===== src/rtl/ram_port_initiator_pkg.sv =====
// Shared constants and helpers for the RAM port initiator and its response FIFO.
package ram_port_initiator_pkg;

  localparam int unsigned RESP_FIFO_DEPTH = 4;
  localparam int unsigned RESP_FIFO_PTR_W = 2;
  localparam int unsigned RESP_FIFO_CNT_W = RESP_FIFO_PTR_W + 1;

  typedef logic [RESP_FIFO_PTR_W-1:0] fifo_ptr_t;
  typedef logic [RESP_FIFO_CNT_W-1:0] fifo_cnt_t;

  // Only the non-registered (1) and registered (2) RAM output variants exist.
  function automatic bit latency_ok(int unsigned lat);
    return (lat == 1) || (lat == 2);
  endfunction

endpackage


===== src/rtl/ram_port_initiator_if.sv =====
// Request/response stream bundle between a client and the RAM port initiator.
interface ram_port_initiator_if #(
  parameter int unsigned DATA_WIDTH = 8,
  parameter int unsigned ADDR_WIDTH = 10
);

  logic                  req_valid;
  logic                  req_ready;
  logic                  req_write;
  logic [ADDR_WIDTH-1:0] req_addr;
  logic [DATA_WIDTH-1:0] req_data;
  logic                  resp_valid;
  logic                  resp_ready;
  logic [DATA_WIDTH-1:0] resp_data;

  modport master (
    output req_valid, req_write, req_addr, req_data, resp_ready,
    input  req_ready, resp_valid, resp_data
  );

  modport slave (
    input  req_valid, req_write, req_addr, req_data, resp_ready,
    output req_ready, resp_valid, resp_data
  );

endinterface


===== src/rtl/ram_resp_fifo.sv =====
// Four-entry synchronous FIFO with a registered head, holding read responses.
module ram_resp_fifo
  import ram_port_initiator_pkg::*;
#(
  parameter int unsigned DATA_WIDTH = 8
) (
  input  logic                  clock,
  input  logic                  reset_n,
  input  logic                  push,
  input  logic [DATA_WIDTH-1:0] data_in,
  input  logic                  pop,
  output logic [DATA_WIDTH-1:0] data_out,
  output logic                  empty,
  output logic                  full,
  output fifo_cnt_t             count
);

  logic [DATA_WIDTH-1:0] mem_q [RESP_FIFO_DEPTH];
  fifo_ptr_t             wr_ptr_q, wr_ptr_d;
  fifo_ptr_t             rd_ptr_q, rd_ptr_d;
  fifo_cnt_t             count_q, count_d;
  logic                  do_pop;

  assign empty    = (count_q == '0);
  assign full     = (count_q == fifo_cnt_t'(RESP_FIFO_DEPTH));
  assign count    = count_q;
  assign data_out = mem_q[rd_ptr_q];
  assign do_pop   = pop && !empty;

  always_comb begin
    wr_ptr_d = wr_ptr_q;
    rd_ptr_d = rd_ptr_q;
    count_d  = count_q;
    if (push) begin
      wr_ptr_d = wr_ptr_q + 1'b1;
    end
    if (do_pop) begin
      rd_ptr_d = rd_ptr_q + 1'b1;
    end
    count_d = count_q + fifo_cnt_t'(push) - fifo_cnt_t'(do_pop);
  end

  // Storage is cleared too so the head reads as zero out of reset.
  always_ff @(posedge clock or negedge reset_n) begin
    if (!reset_n) begin
      wr_ptr_q <= '0;
      rd_ptr_q <= '0;
      count_q  <= '0;
      for (int i = 0; i < RESP_FIFO_DEPTH; i++) begin
        mem_q[i] <= '0;
      end
    end else begin
      wr_ptr_q <= wr_ptr_d;
      rd_ptr_q <= rd_ptr_d;
      count_q  <= count_d;
      if (push) begin
        mem_q[wr_ptr_q] <= data_in;
      end
    end
  end

  push_when_full_a: assert property (@(posedge clock) disable iff (!reset_n) !(push && full));

endmodule


===== src/rtl/ram_port_initiator.sv =====
// Drives one block-RAM port from a request stream and returns read data as a
// backpressured response stream, hiding the RAM read latency behind credits.
module ram_port_initiator
  import ram_port_initiator_pkg::*;
#(
  parameter int unsigned DATA_WIDTH = 8,
  parameter int unsigned ADDR_WIDTH = 10,
  parameter int unsigned LATENCY    = 1
) (
  input  logic                  clock,
  input  logic                  reset_n,
  ram_port_initiator_if.slave   bus,
  output logic                  ram_enable,
  output logic                  ram_write,
  output logic [ADDR_WIDTH-1:0] ram_addr,
  output logic [DATA_WIDTH-1:0] ram_idata,
  input  logic [DATA_WIDTH-1:0] ram_odata,
  output logic                  busy
);

  if (!latency_ok(LATENCY)) begin : g_bad_latency
    $error("ram_port_initiator: LATENCY must be 1 or 2");
  end

  logic               ready_q;
  logic [LATENCY-1:0] tag_q, tag_d;
  logic [1:0]         inflight_q, inflight_d;
  fifo_cnt_t          fifo_count;
  fifo_cnt_t          credit_used;
  logic               fifo_empty;
  logic               fifo_full;
  logic               req_ready;
  logic               accept;
  logic               rd_accept;
  logic               push;
  logic               pop;

  // Credits are taken from registered state only, so ready never sees valid.
  assign credit_used = fifo_cnt_t'(inflight_q) + fifo_count;
  assign req_ready   = ready_q && (credit_used < fifo_cnt_t'(RESP_FIFO_DEPTH));
  assign accept      = bus.req_valid && req_ready;
  assign rd_accept   = accept && !bus.req_write;
  assign push        = tag_q[LATENCY-1];
  assign pop         = bus.resp_valid && bus.resp_ready;

  assign bus.req_ready  = req_ready;
  assign bus.resp_valid = !fifo_empty;

  assign ram_enable = accept;
  assign ram_write  = bus.req_write && accept;
  assign ram_addr   = bus.req_addr;
  assign ram_idata  = bus.req_data;

  assign busy = (inflight_q != '0) || !fifo_empty;

  always_comb begin
    tag_d    = '0;
    tag_d[0] = rd_accept;
    for (int i = 1; i < LATENCY; i++) begin
      tag_d[i] = tag_q[i-1];
    end
    inflight_d = inflight_q + 2'(rd_accept) - 2'(push);
  end

  always_ff @(posedge clock or negedge reset_n) begin
    if (!reset_n) begin
      ready_q    <= 1'b0;
      tag_q      <= '0;
      inflight_q <= '0;
    end else begin
      ready_q    <= 1'b1;
      tag_q      <= tag_d;
      inflight_q <= inflight_d;
    end
  end

  ram_resp_fifo #(
    .DATA_WIDTH (DATA_WIDTH)
  ) u_resp_fifo (
    .clock    (clock),
    .reset_n  (reset_n),
    .push     (push),
    .data_in  (ram_odata),
    .pop      (pop),
    .data_out (bus.resp_data),
    .empty    (fifo_empty),
    .full     (fifo_full),
    .count    (fifo_count)
  );

  // fifo_full only feeds the overflow assertion inside the FIFO.
  logic unused_full;
  assign unused_full = fifo_full;

endmodule


===== src/flat_wrapper.sv =====
// flat-port wrapper written by rule: the top's interface ports become plain ports
module ram_port_initiator_flat import ram_port_initiator_pkg::*;
#(
  parameter int unsigned DATA_WIDTH = 8,
  parameter int unsigned ADDR_WIDTH = 10,
  parameter int unsigned LATENCY    = 1
)
  (clock, reset_n, ram_enable, ram_write, ram_addr, ram_idata, ram_odata, busy, bus_req_valid, bus_req_write, bus_req_addr, bus_req_data, bus_resp_ready, bus_req_ready, bus_resp_valid, bus_resp_data);
  ram_port_initiator_if #(.DATA_WIDTH(DATA_WIDTH), .ADDR_WIDTH(ADDR_WIDTH)) bus_i ();
  input  logic clock;
  input  logic reset_n;
  output logic ram_enable;
  output logic ram_write;
  output logic [ADDR_WIDTH-1:0] ram_addr;
  output logic [DATA_WIDTH-1:0] ram_idata;
  input  logic [DATA_WIDTH-1:0] ram_odata;
  output logic busy;
  input wire logic [$bits(bus_i.req_valid)-1:0] bus_req_valid;
  input wire logic [$bits(bus_i.req_write)-1:0] bus_req_write;
  input wire logic [$bits(bus_i.req_addr)-1:0] bus_req_addr;
  input wire logic [$bits(bus_i.req_data)-1:0] bus_req_data;
  input wire logic [$bits(bus_i.resp_ready)-1:0] bus_resp_ready;
  output wire logic [$bits(bus_i.req_ready)-1:0] bus_req_ready;
  output wire logic [$bits(bus_i.resp_valid)-1:0] bus_resp_valid;
  output wire logic [$bits(bus_i.resp_data)-1:0] bus_resp_data;
  assign bus_i.req_valid = bus_req_valid;
  assign bus_i.req_write = bus_req_write;
  assign bus_i.req_addr = bus_req_addr;
  assign bus_i.req_data = bus_req_data;
  assign bus_i.resp_ready = bus_resp_ready;
  assign bus_req_ready = bus_i.req_ready;
  assign bus_resp_valid = bus_i.resp_valid;
  assign bus_resp_data = bus_i.resp_data;
  ram_port_initiator #(.DATA_WIDTH(DATA_WIDTH), .ADDR_WIDTH(ADDR_WIDTH), .LATENCY(LATENCY)) u_core (.clock(clock), .reset_n(reset_n), .bus(bus_i), .ram_enable(ram_enable), .ram_write(ram_write), .ram_addr(ram_addr), .ram_idata(ram_idata), .ram_odata(ram_odata), .busy(busy));
endmodule

===== config.mk =====
export PLATFORM = sky130hd
export DESIGN_NAME = ram_port_initiator_flat
export DESIGN_NICKNAME = d
export VERILOG_FILES = /design/src/rtl/ram_port_initiator_pkg.sv /design/src/rtl/ram_port_initiator_if.sv /design/src/rtl/ram_resp_fifo.sv /design/src/rtl/ram_port_initiator.sv /design/src/flat_wrapper.sv
export SDC_FILE = /design/constraint.sdc
export NUM_CORES = 1
export LEC_CHECK = 0
export CORE_MARGIN = 2
export CORE_UTILIZATION = 50
export CTS_BUF_LIST = sky130_fd_sc_hd__clkbuf_8
export DETAILED_ROUTE_END_ITERATION = 8
export DONT_BUFFER_PORTS = 1
export PLACE_DENSITY = 0.61
export RECOVER_POWER = 25
export REMOVE_ABC_BUFFERS = 1
export SLEW_MARGIN = 20
export SYNTH_ARGS = -nofsm -noshare
export SYNTH_HDL_FRONTEND = slang
export SYNTH_SLANG_ARGS = --single-unit

===== constraint.sdc =====
create_clock -name clock -period 4.9 [get_ports clock]
set_input_delay 1.225 -clock clock [delete_from_list [all_inputs] [get_ports clock]]
set_output_delay 1.225 -clock clock [all_outputs]
set_load 0.01 [all_outputs]

==> flow_summary_export.csv, run 1 <==
group,metric,value,unit
run,maxCapViolations,0,
global_routing,grt.overflow.total,0,
clock_tree,h-tree-depth,2,
final_layout,fin_nets,180,
timing,fmax,320.8,MHz
drt,ant_nets,0,
logic_synthesis,yosysSeqAreaShare,49.91,%
floorplanning,die_y,69.67,um
clock_tree,clk_latency,290,ps
global_routing,grt_pass1_wl,6.382,mm
timing,rsz0062_at_grt,"no",
final_layout,syn2layout_area_growth,0.4064,%
run_status,status,"complete, no violations",
final_layout,fin_area,2165,sq um
timing,slew_headroom,58.12,%
drt,vias,1118,
clock_tree,cts_buffers,5,
drt,routed_via_density,5.884,
place,portBuffers,0,
timing,tightest_slew,628.2,ps
clock_tree,clock-sinks,43,
power,power.density,648.5,nW/um^2
logic_synthesis,synthCells,154,
timing,fin_crit,3118,ps
timing,worst_clock_skew,4.630,ps
drt,wl_met3,336,um
floorplanning,die_area,4853,sq um
clock_tree,clock_path_buffers,2,
setup_path,crit_type,"reg -> out",
drt,wl_met2,1.831,mm
drt,drt-initial-drc-count,29,
drt,dr.pass1.iters,4,
floorplanning,ios,62,
setup_path,crit_fanout,6,
clock_tree,cts_root_buffer,"clkbuf_8",
global_routing,grt_usage,17.29,%
place,pre_cts_ws,2087,ps
logic_synthesis,ys_types,25,
timing,timing.final.crit_share,63.62,%
logic_synthesis,avgSynthCellArea,14.00,sq um
logic_synthesis,netlist_area,2156,sq um
setup_path,crit_path_end_kind,"output pin",
clock_tree,cts_tree,"built",
clock_tree,hold_buffers,0,
drt,avgRoutedWirePerCell,19.67,um
power,p_leak,0.9363,nW
drt,top_layer,"met4",
hold_path,hp-class,"reg -> reg",
setup_path,cp.arrival,1890,ps
drt,wl_met1,1.539,mm
floorplanning,start_util,52.76,%
drt,drc,0,
clock_tree,path_clk_slew,80,ps
timing,hold_viol_final,0,
clock_tree,cts_setup_buffers,0,
place,gp_congestion,0.7043,
logic_synthesis,synth_seq_cells,43,
timing,fin_tns_setup,0,ps
logic_synthesis,yosysWarningCount,0,
clock_tree,ctsResizeCount,0,
timing,setup_violations,0,
global_routing,antenna_found_initial,0,
timing,holdWs,503.7,ps
final_layout,drive_gt1_share,33.57,%
floorplanning,dieWidth,69.67,um
power,ir_drop,305.1,uV
global_routing,grt_max_degree,44,
floorplanning,placeableCoreArea,4086,sq um
timing,slew_violations,0,
final_layout,diodes,0,
place,dp_hpwl,2.615,mm
setup_path,crit_required,3670,ps
place,place_area,2064,sq um
global_routing,grt_pass1_vias,1233,
drt,wirelength,3.737,mm
setup_path,cp-start-kind,"register",
timing,fin_ws,1782,ps
floorplanning,rows,23,
[logic make-up after synthesis]
| family | after synthesis | synth area share [%] |
|---|---|---|
| AO/OA/AOI/OAI | 4 | 1.335 |
| adder cells (fa/ha/maj) | 10 | 6.152 |
| other | 1 | 0.1739 |
| AND/OR/NAND/NOR | 15 | 4.121 |
| flip-flops | 43 | 49.91 |
| multiplexers | 44 | 26.93 |
| XOR/XNOR | 7 | 2.844 |
| buffers and inverters | 30 | 8.531 |
[cell usage in the layout (no fill, tap or decap)]
master     netlist  layout
mux4_2           8       8
nand4bb_1        1       1
nand4b_1         2       2
dfrtp_1         43      43
o31a_1           1       1
o21ai_0          1       1
fa_1             1       1
xnor2_1          5       5
inv_1            8       9
o311ai_1         1       1
nand3b_1         1       1
clkbuf_8         0       7
nand2b_1         1       1
nand2_1          6       6
ha_1             9       9
nand4_1          1       1
or3_1            2       2
a31oi_1          1       1
xor2_1           2       2
conb_1           1       1
mux2i_1          4       4
nand3_1          1       1
mux2_2          32      32
[power breakdown]
group | total, W | internal (W) | switching [W]
clock | 0.000236 | 0.000126 | 0.000110
combinational | 0.000485 | 0.000297 | 0.000188
sequential | 0.000683 | 0.000532 | 0.000151
[per-layer routing]
layer,global-route usage [%],vias up
li1,-,489
met1,21.12,582
met2,25.64,45
met3,10.17,2
met4,5.769,0
met5,0,-
[Yosys cell counts (all sizes together)]
cell,instances,area (sq um)
a31oi,1,6.260
buf,21,150.1
clkbuf,1,3.750
conb,1,3.750
dfrtp,43,1076
fa,1,20.02
ha,9,112.6
inv,8,30.03
mux2,32,360.4
mux2i,4,40.04
mux4,8,180.2
nand2,6,22.52
nand2b,1,6.260
nand3,1,5.000
nand3b,1,7.510
nand4,1,6.260
nand4b,2,17.52
nand4bb,1,11.26
o21ai,1,5.000
o311ai,1,8.760
o31a,1,8.760
or3,2,12.51
xnor2,5,43.79
xor2,2,17.52
[through the flow]
stage	util (%)	total power, W	std cells
2_1_floorplan	-	0.001076	132
3_3_place_gp	50.52	0.001151	182
5_1_grt	52.97	0.001517	190
3_5_place_dp	50.52	0.001186	182
6_report	52.97	0.001404	190
4_1_cts	52.97	0.001427	190
[final cells by class]
| type | count | area [sq um] |
|---|---|---|
| Fill cell | 343 | 1922 |
| Sequential cell | 43 | 1076 |
| Clock inverter | 1 | 3.754 |
| Clock buffer | 7 | 96.34 |
| Tap cell | 50 | 62.56 |
| Multi-Input combinational cell | 81 | 895.9 |
| Inverter | 8 | 30.03 |
[sequential cells by signal, summed over array words and instances (netlist names)]
register and count:
u_core.u_resp_fifo.mem_q 32, u_core.u_resp_fifo.count 3, u_core.inflight_q 2, u_core.u_resp_fifo.rd_ptr_q 2, u_core.u_resp_fifo.wr_ptr_q 2, u_core.push 1
u_core.ready_q 1
[worst max-delay path, stage by stage, from the launching register on]
cell,delay (ps)
dfrtp_1,460
ha_1,320
a31oi_1,460
mux2i_1,370
[worst paths after layout]
check | cells past startpoint | start | to | slack [ps]
worst min register to register | 1 | u_core.u_resp_fifo.mem_q[8] | u_core.u_resp_fifo.mem_q[8] | 500
worst max-delay path | 3 | u_core.u_resp_fifo.count[1] | bus_req_ready | 1780
worst min-delay path | 1 | u_core.u_resp_fifo.mem_q[8] | u_core.u_resp_fifo.mem_q[8] | 500
min in group asynchronous | 0 | reset_n | u_core.u_resp_fifo.mem_q[17] | 630
max in group asynchronous | 0 | reset_n | u_core.u_resp_fifo.mem_q[21] | 4180
worst max register to register | 8 | u_core.u_resp_fifo.count[2] | u_core.u_resp_fifo.count[2] | 2760
Note: power is estimated with default switching activity, not from simulation.
==> inputs of run 2 (changes only) <==
==> constraint.sdc (replaced) <==
create_clock -name clock -period 2.9 [get_ports clock]
set_input_delay 0.725 -clock clock [delete_from_list [all_inputs] [get_ports clock]]
set_output_delay 0.725 -clock clock [all_outputs]
set_load 0.01 [all_outputs]
==> run 2 against run 1 <==
- routed wire length up 1.3%
- die area unchanged
- combinational power up 76%
- sequential power up 67%
- utilization down 0.49 points
- critical endpoint is now ram_write
- non-clock buffer count up 1
- sequential share of layout area up 0.46 points
- count of clock-buffer cells in the layout down 2
- flip-flop and latch count unchanged
- clock power up 44%
- power up 66%
- largest cell class unchanged
==> flow_summary_export.csv, run 2 (synthesis gave the netlist of run 1 again) <==
group,metric,value,unit
run_status,status,"complete, no violations",
hold_path,hp-class,"in -> async",
power,p_comb_share,36.6,%
clock_tree,hold_buffers,0,
setup_path,cp_slowest_cell,"a31oi_1",
setup_path,cp.arrival,1940,ps
floorplanning,die_area,4853,sq um
power,pwr-share-clk,14.6,%
setup_path,crit_cells,3,
timing,fin_crit,2663,ps
final_layout,mostFrequentLayoutCell,"dfrtp_1",
clock_tree,clk_latency,290,ps
final_layout,fin_nets,181,
power,power.density,1086,nW/um^2
final_layout,regMostFlops,"u_core.u_resp_fifo.mem_q",
final_layout,diodes,0,
clock_tree,cts_buffers,5,
setup_path,setup.worst_path.end,"ram_write",
setup_path,cp-start-kind,"register",
setup_path,r2r-start,"u_core.u_resp_fifo.count[2]",
setup_path,crit_fanout,6,
timing,fin_tns_setup,0,ps
global_routing,grt_pass1_wl,6.244,mm
drt,routed_via_density,5.889,
drt,drc,0,
setup_path,cp_slowest_stage_delay,470,ps
setup_path,crit_type,"reg -> out",
floorplanning,dieWidth,69.67,um
final_layout,fin_area,2145,sq um
timing,timing.final.crit_share,91.81,%
place,place_area,2072,sq um
clock_tree,h-tree-depth,2,
setup_path,cp_top_family,"compound AO/OA/AOI/OAI gates",
drt,vias,1113,
floorplanning,rows,23,
final_layout,drive_gt1_share,33.09,%
timing,slew_violations,0,
timing,setup_violations,0,
clock_tree,cts_root_buffer,"clkbuf_8",
timing,fin_ws,237.4,ps
setup_path,crit_path_end_kind,"output pin",
power,ir_drop,410.4,uV
global_routing,antenna_found_initial,0,
setup_path,rr_worst_depth,8,
place,dp_hpwl,2.696,mm
setup_path,path_buf_inv,0,
drt,drt-initial-drc-count,19,
drt,wirelength,3.785,mm
setup_path,ff2ff_setup_slack,780,ps
timing,tightest_slew,566.3,ps
power,switchingPower,0.0007604,W
global_routing,grt.overflow.total,0,
drt,ant_nets,0,
power,swShare,32.65,%
final_layout,final_cell_mix,"dfrtp_1 (43), mux2_2 (32), inv_1 (9), ha_1 (9), mux4_2 (8)",
power,p_leak,0.9267,nW
power,seq_power_share,48.8,%
clock_tree,ctsResizeCount,0,
clock_tree,path_clk_slew,70,ps
setup_path,worstSetupStartpoint,"u_core.u_resp_fifo.count[1]",
place,pre_cts_ws,548.5,ps
timing,worst_clock_skew,4.327,ps
timing,hold_viol_final,0,
floorplanning,ios,62,
clock_tree,clock-sinks,43,
timing,rsz0062_at_grt,"no",
clock_tree,cts_tree,"built",
floorplanning,placeableCoreArea,4086,sq um
drt,dr.pass1.iters,4,
place,gp_congestion,0.7824,
floorplanning,start_util,52.76,%
clock_tree,cts_setup_buffers,0,
place,portBuffers,0,
final_layout,largest_reg_flops,32,
floorplanning,die_y,69.67,um
final_layout,syn2layout_area_growth,-0.5222,%
timing,fmax,375.6,MHz
global_routing,grt_max_degree,44,
global_routing,grt_pass1_vias,1185,
global_routing,grt_usage,16.98,%
setup_path,crit_chain,"ha_1 > a31oi_1 > mux2i_1",
drt,avgRoutedWirePerCell,20.03,um
setup_path,r2r_end,"u_core.u_resp_fifo.count[2]",
clock_tree,clock_path_buffers,2,
run,maxCapViolations,0,
timing,slew_headroom,62.07,%
setup_path,crit_required,2170,ps
timing,holdWs,122.4,ps
power,p_int,0.001568,W
## run 2: metrics by stage
stage          util, %  power [W]  cells
2_1_floorplan        -   0.001818    132
3_3_place_gp     50.70   0.001957    183
3_5_place_dp     50.70   0.002018    183
4_1_cts          52.48   0.002361    189
5_1_grt          52.48   0.002504    189
6_report         52.48   0.002329    189
## run 2: cell type report
type / instances / area (sq um)
flip-flops and latches: 43 / 1076
repair buffers: 1 / 7.507
inverters: 8 / 30.03
multi-input cells: 81 / 895.9
clock inverters: 1 / 3.754
fillers: 351 / 1942
clock buffers: 5 / 68.82
well taps: 50 / 62.56
## run 2: power groups by stage
| stage | clock network (W) | logic [W] | registers, W |
|---|---|---|---|
| after floorplan | 0 | 0.000736 | 0.00108 |
| after global placement | 0 | 0.000834 | 0.00112 |
| after detailed placement | 0 | 0.000867 | 0.00115 |
| after CTS | 0.000353 | 0.000871 | 0.00114 |
| after global routing | 0.000385 | 0.000938 | 0.00118 |
| final | 0.000341 | 0.000853 | 0.00114 |
## run 2: worst min-delay path by stage
stage          slack [ps]  depth (start not counted)                        endpoint
6_report              120                          0    u_core.u_resp_fifo.mem_q[25]
5_1_grt               100                          0    u_core.u_resp_fifo.mem_q[17]
4_1_cts               110                          0  u_core.u_resp_fifo.wr_ptr_q[1]
3_5_place_dp          430                          0    u_core.u_resp_fifo.mem_q[25]
3_3_place_gp          430                          0    u_core.u_resp_fifo.mem_q[25]
2_1_floorplan         430                          0            u_core.inflight_q[0]
## run 2: layer usage
layer	up-vias	GRT usage (%)	part of all wire (%)
met5	-	0	0
met4	0	5.769	1.4
met3	7	8.866	8.9
met2	40	25.21	48
met1	573	21.41	42
li1	493	-	-
==> inputs of run 3 (changes only) <==
--- a/config.mk
+++ b/config.mk
@@ -6,13 +6,12 @@
 export NUM_CORES = 1
 export LEC_CHECK = 0
 export CORE_MARGIN = 2
-export CORE_UTILIZATION = 50
+export CORE_UTILIZATION = 57
 export CTS_BUF_LIST = sky130_fd_sc_hd__clkbuf_8
 export DETAILED_ROUTE_END_ITERATION = 8
 export DONT_BUFFER_PORTS = 1
-export PLACE_DENSITY = 0.61
+export PLACE_DENSITY = 0.68
 export RECOVER_POWER = 25
-export REMOVE_ABC_BUFFERS = 1
 export SLEW_MARGIN = 20
 export SYNTH_ARGS = -nofsm -noshare
 export SYNTH_HDL_FRONTEND = slang
==> run 3 against run 2 <==
- global-route usage is 2.2 points higher
- die area fell by 12%
- count of clock-buffer cells in the layout grew 1
- hold slack worse by 4.9 ps
- final cell count is 1.1% lower
- flip-flop and latch count unchanged
- routed wire length decreased by 3.7%
- power up 1.2%
- first-iteration DRC count increased by 110%
- largest cell class unchanged
- largest power group unchanged
==> flow_summary_export.csv, run 3 (synthesis gave the netlist of run 1 again) <==
group,metric,value,unit
setup_path,cp_slowest_stage_delay,460,ps
place,portBuffers,0,
setup_path,rr_worst_depth,8,
drt,drt-initial-drc-count,40,
drt,vias,1104,
final_layout,fin_area,2150,sq um
floorplanning,start_util,58.89,%
timing,fin_tns_setup,0,ps
timing,slew_violations,0,
timing,timing.final.crit_share,90.14,%
timing,fin_crit,2614,ps
setup_path,crit_path_end_kind,"output pin",
floorplanning,dieWidth,65.50,um
setup_path,crit_required,2170,ps
final_layout,nFillCells,298,
timing,hold_viol_final,0,
clock_tree,ctsResizeCount,0,
place,gp_congestion,0.7117,
timing,rsz0062_at_grt,"no",
setup_path,crit_type,"reg -> out",
drt,dr.pass1.iters,4,
floorplanning,die_y,65.50,um
global_routing,grt.overflow.total,0,
setup_path,r2r-start,"u_core.u_resp_fifo.count[2]",
power,power.density,1096,nW/um^2
timing,tightest_slew,631.1,ps
final_layout,final_cell_mix,"dfrtp_1 (43), mux2_2 (32), ha_1 (9)",
place,place_area,2062,sq um
clock_tree,cts_root_buffer,"clkbuf_8",
setup_path,cp_slowest_cell,"dfrtp_1",
final_layout,diodes,0,
hold_path,hp-class,"in -> async",
final_layout,drive_gt1_share,33.81,%
final_layout,syn2layout_area_growth,-0.2903,%
drt,avgRoutedWirePerCell,19.49,um
floorplanning,placeableCoreArea,3661,sq um
clock_tree,h-tree-depth,2,
global_routing,grt_pass1_vias,1218,
timing,fmax,382.6,MHz
floorplanning,die_area,4290,sq um
power,ir_drop,506.7,uV
power,p_leak,0.9277,nW
timing,setup_violations,0,
final_layout,regMostFlops,"u_core.u_resp_fifo.mem_q",
setup_path,cp-start-kind,"register",
drt,drc,0,
global_routing,grt_pass1_wl,6.003,mm
drt,routed_via_density,5.904,
clock_tree,cts_buffers,5,
setup_path,worstSetupStartpoint,"u_core.u_resp_fifo.count[1]",
clock_tree,cts_tree,"built",
timing,holdWs,117.6,ps
logic_synthesis,syn_nets,195,
setup_path,crit_chain,"ha_1 > a31oi_1 > mux2i_1",
setup_path,cp.arrival,1890,ps
clock_tree,clock-sinks,43,
floorplanning,rows,22,
timing,worst_clock_skew,5.532,ps
setup_path,setup.worst_path.end,"ram_write",
place,dp_hpwl,2.579,mm
global_routing,grt_max_degree,44,
global_routing,antenna_found_initial,0,
run_status,status,"complete, no violations",
floorplanning,ios,62,
drt,ant_nets,0,
clock_tree,cts_setup_buffers,0,
clock_tree,clk_latency,290,ps
setup_path,crit_fanout,6,
clock_tree,path_clk_slew,80,ps
final_layout,fin_nets,180,
drt,wirelength,3.645,mm
run,maxCapViolations,0,
final_layout,mostFrequentLayoutCell,"dfrtp_1",
clock_tree,hold_buffers,0,
timing,slew_headroom,57.93,%
clock_tree,clock_path_buffers,2,
global_routing,grt_usage,19.19,%
setup_path,r2r_end,"u_core.u_resp_fifo.count[2]",
setup_path,ff2ff_setup_slack,720,ps
final_layout,largest_reg_flops,32,
-- run 3: worst max-delay path: cells and delay by family (launching register included) --
family	cells	cell delay (ps)
AOI/OAI and AO/OA	1	450
DFF	1	460
adders and majority gates	1	320
muxes	1	370
-- run 3: how the worst min path moves through the flow --
stage / end / slack, ps / depth (start not counted)
2_1_floorplan: u_core.inflight_q[0] / 430 / 0
3_3_place_gp: u_core.u_resp_fifo.mem_q[30] / 430 / 0
3_5_place_dp: u_core.u_resp_fifo.mem_q[28] / 430 / 0
4_1_cts: u_core.u_resp_fifo.mem_q[28] / 110 / 0
5_1_grt: u_core.u_resp_fifo.mem_q[28] / 100 / 0
6_report: u_core.u_resp_fifo.mem_q[28] / 120 / 0
-- run 3: per-layer routing --
| layer | track usage (%) | wire length, um | share of wire, % | vias up |
|---|---|---|---|---|
| li1 | - | - | - | 488 |
| met4 | 8.073 | 93 | 2.6 | 0 |
| met2 | 31.51 | 1861 | 51 | 40 |
| met1 | 23.27 | 1446 | 40 | 562 |
| met5 | 0 | 0 | 0 | - |
| met3 | 6.336 | 244 | 6.7 | 14 |
-- run 3: metrics by stage --
step	power (W)	util [%]	worst slack [ps]	instances
floorplan	0.001862	-	713.9	154
global placement	0.001932	56.32	632.8	180
detailed placement	0.002011	56.32	580.3	180
CTS	0.002385	58.71	259.2	187
global route	0.002538	58.71	185.2	187
finish	0.002357	58.71	286.0	187
-- run 3: power by group --
group          total (W)  internal, W  switching (W)
clock network   0.000381     0.000187       0.000194
logic           0.000824     0.000502       0.000323
registers        0.00115     0.000899       0.000253
total            0.00236      0.00159       0.000770
-- run 3: cell type report --
class                      instances  area [sq um]  area share (%)
inverter                           8         30.03           1.397
multi-input combinational         81         895.9           41.68
sequential                        43          1076           50.06
clock buffer                       6         82.58           3.842
tap                               48         60.06           2.794
clock inverter                     1         5.005          0.2328
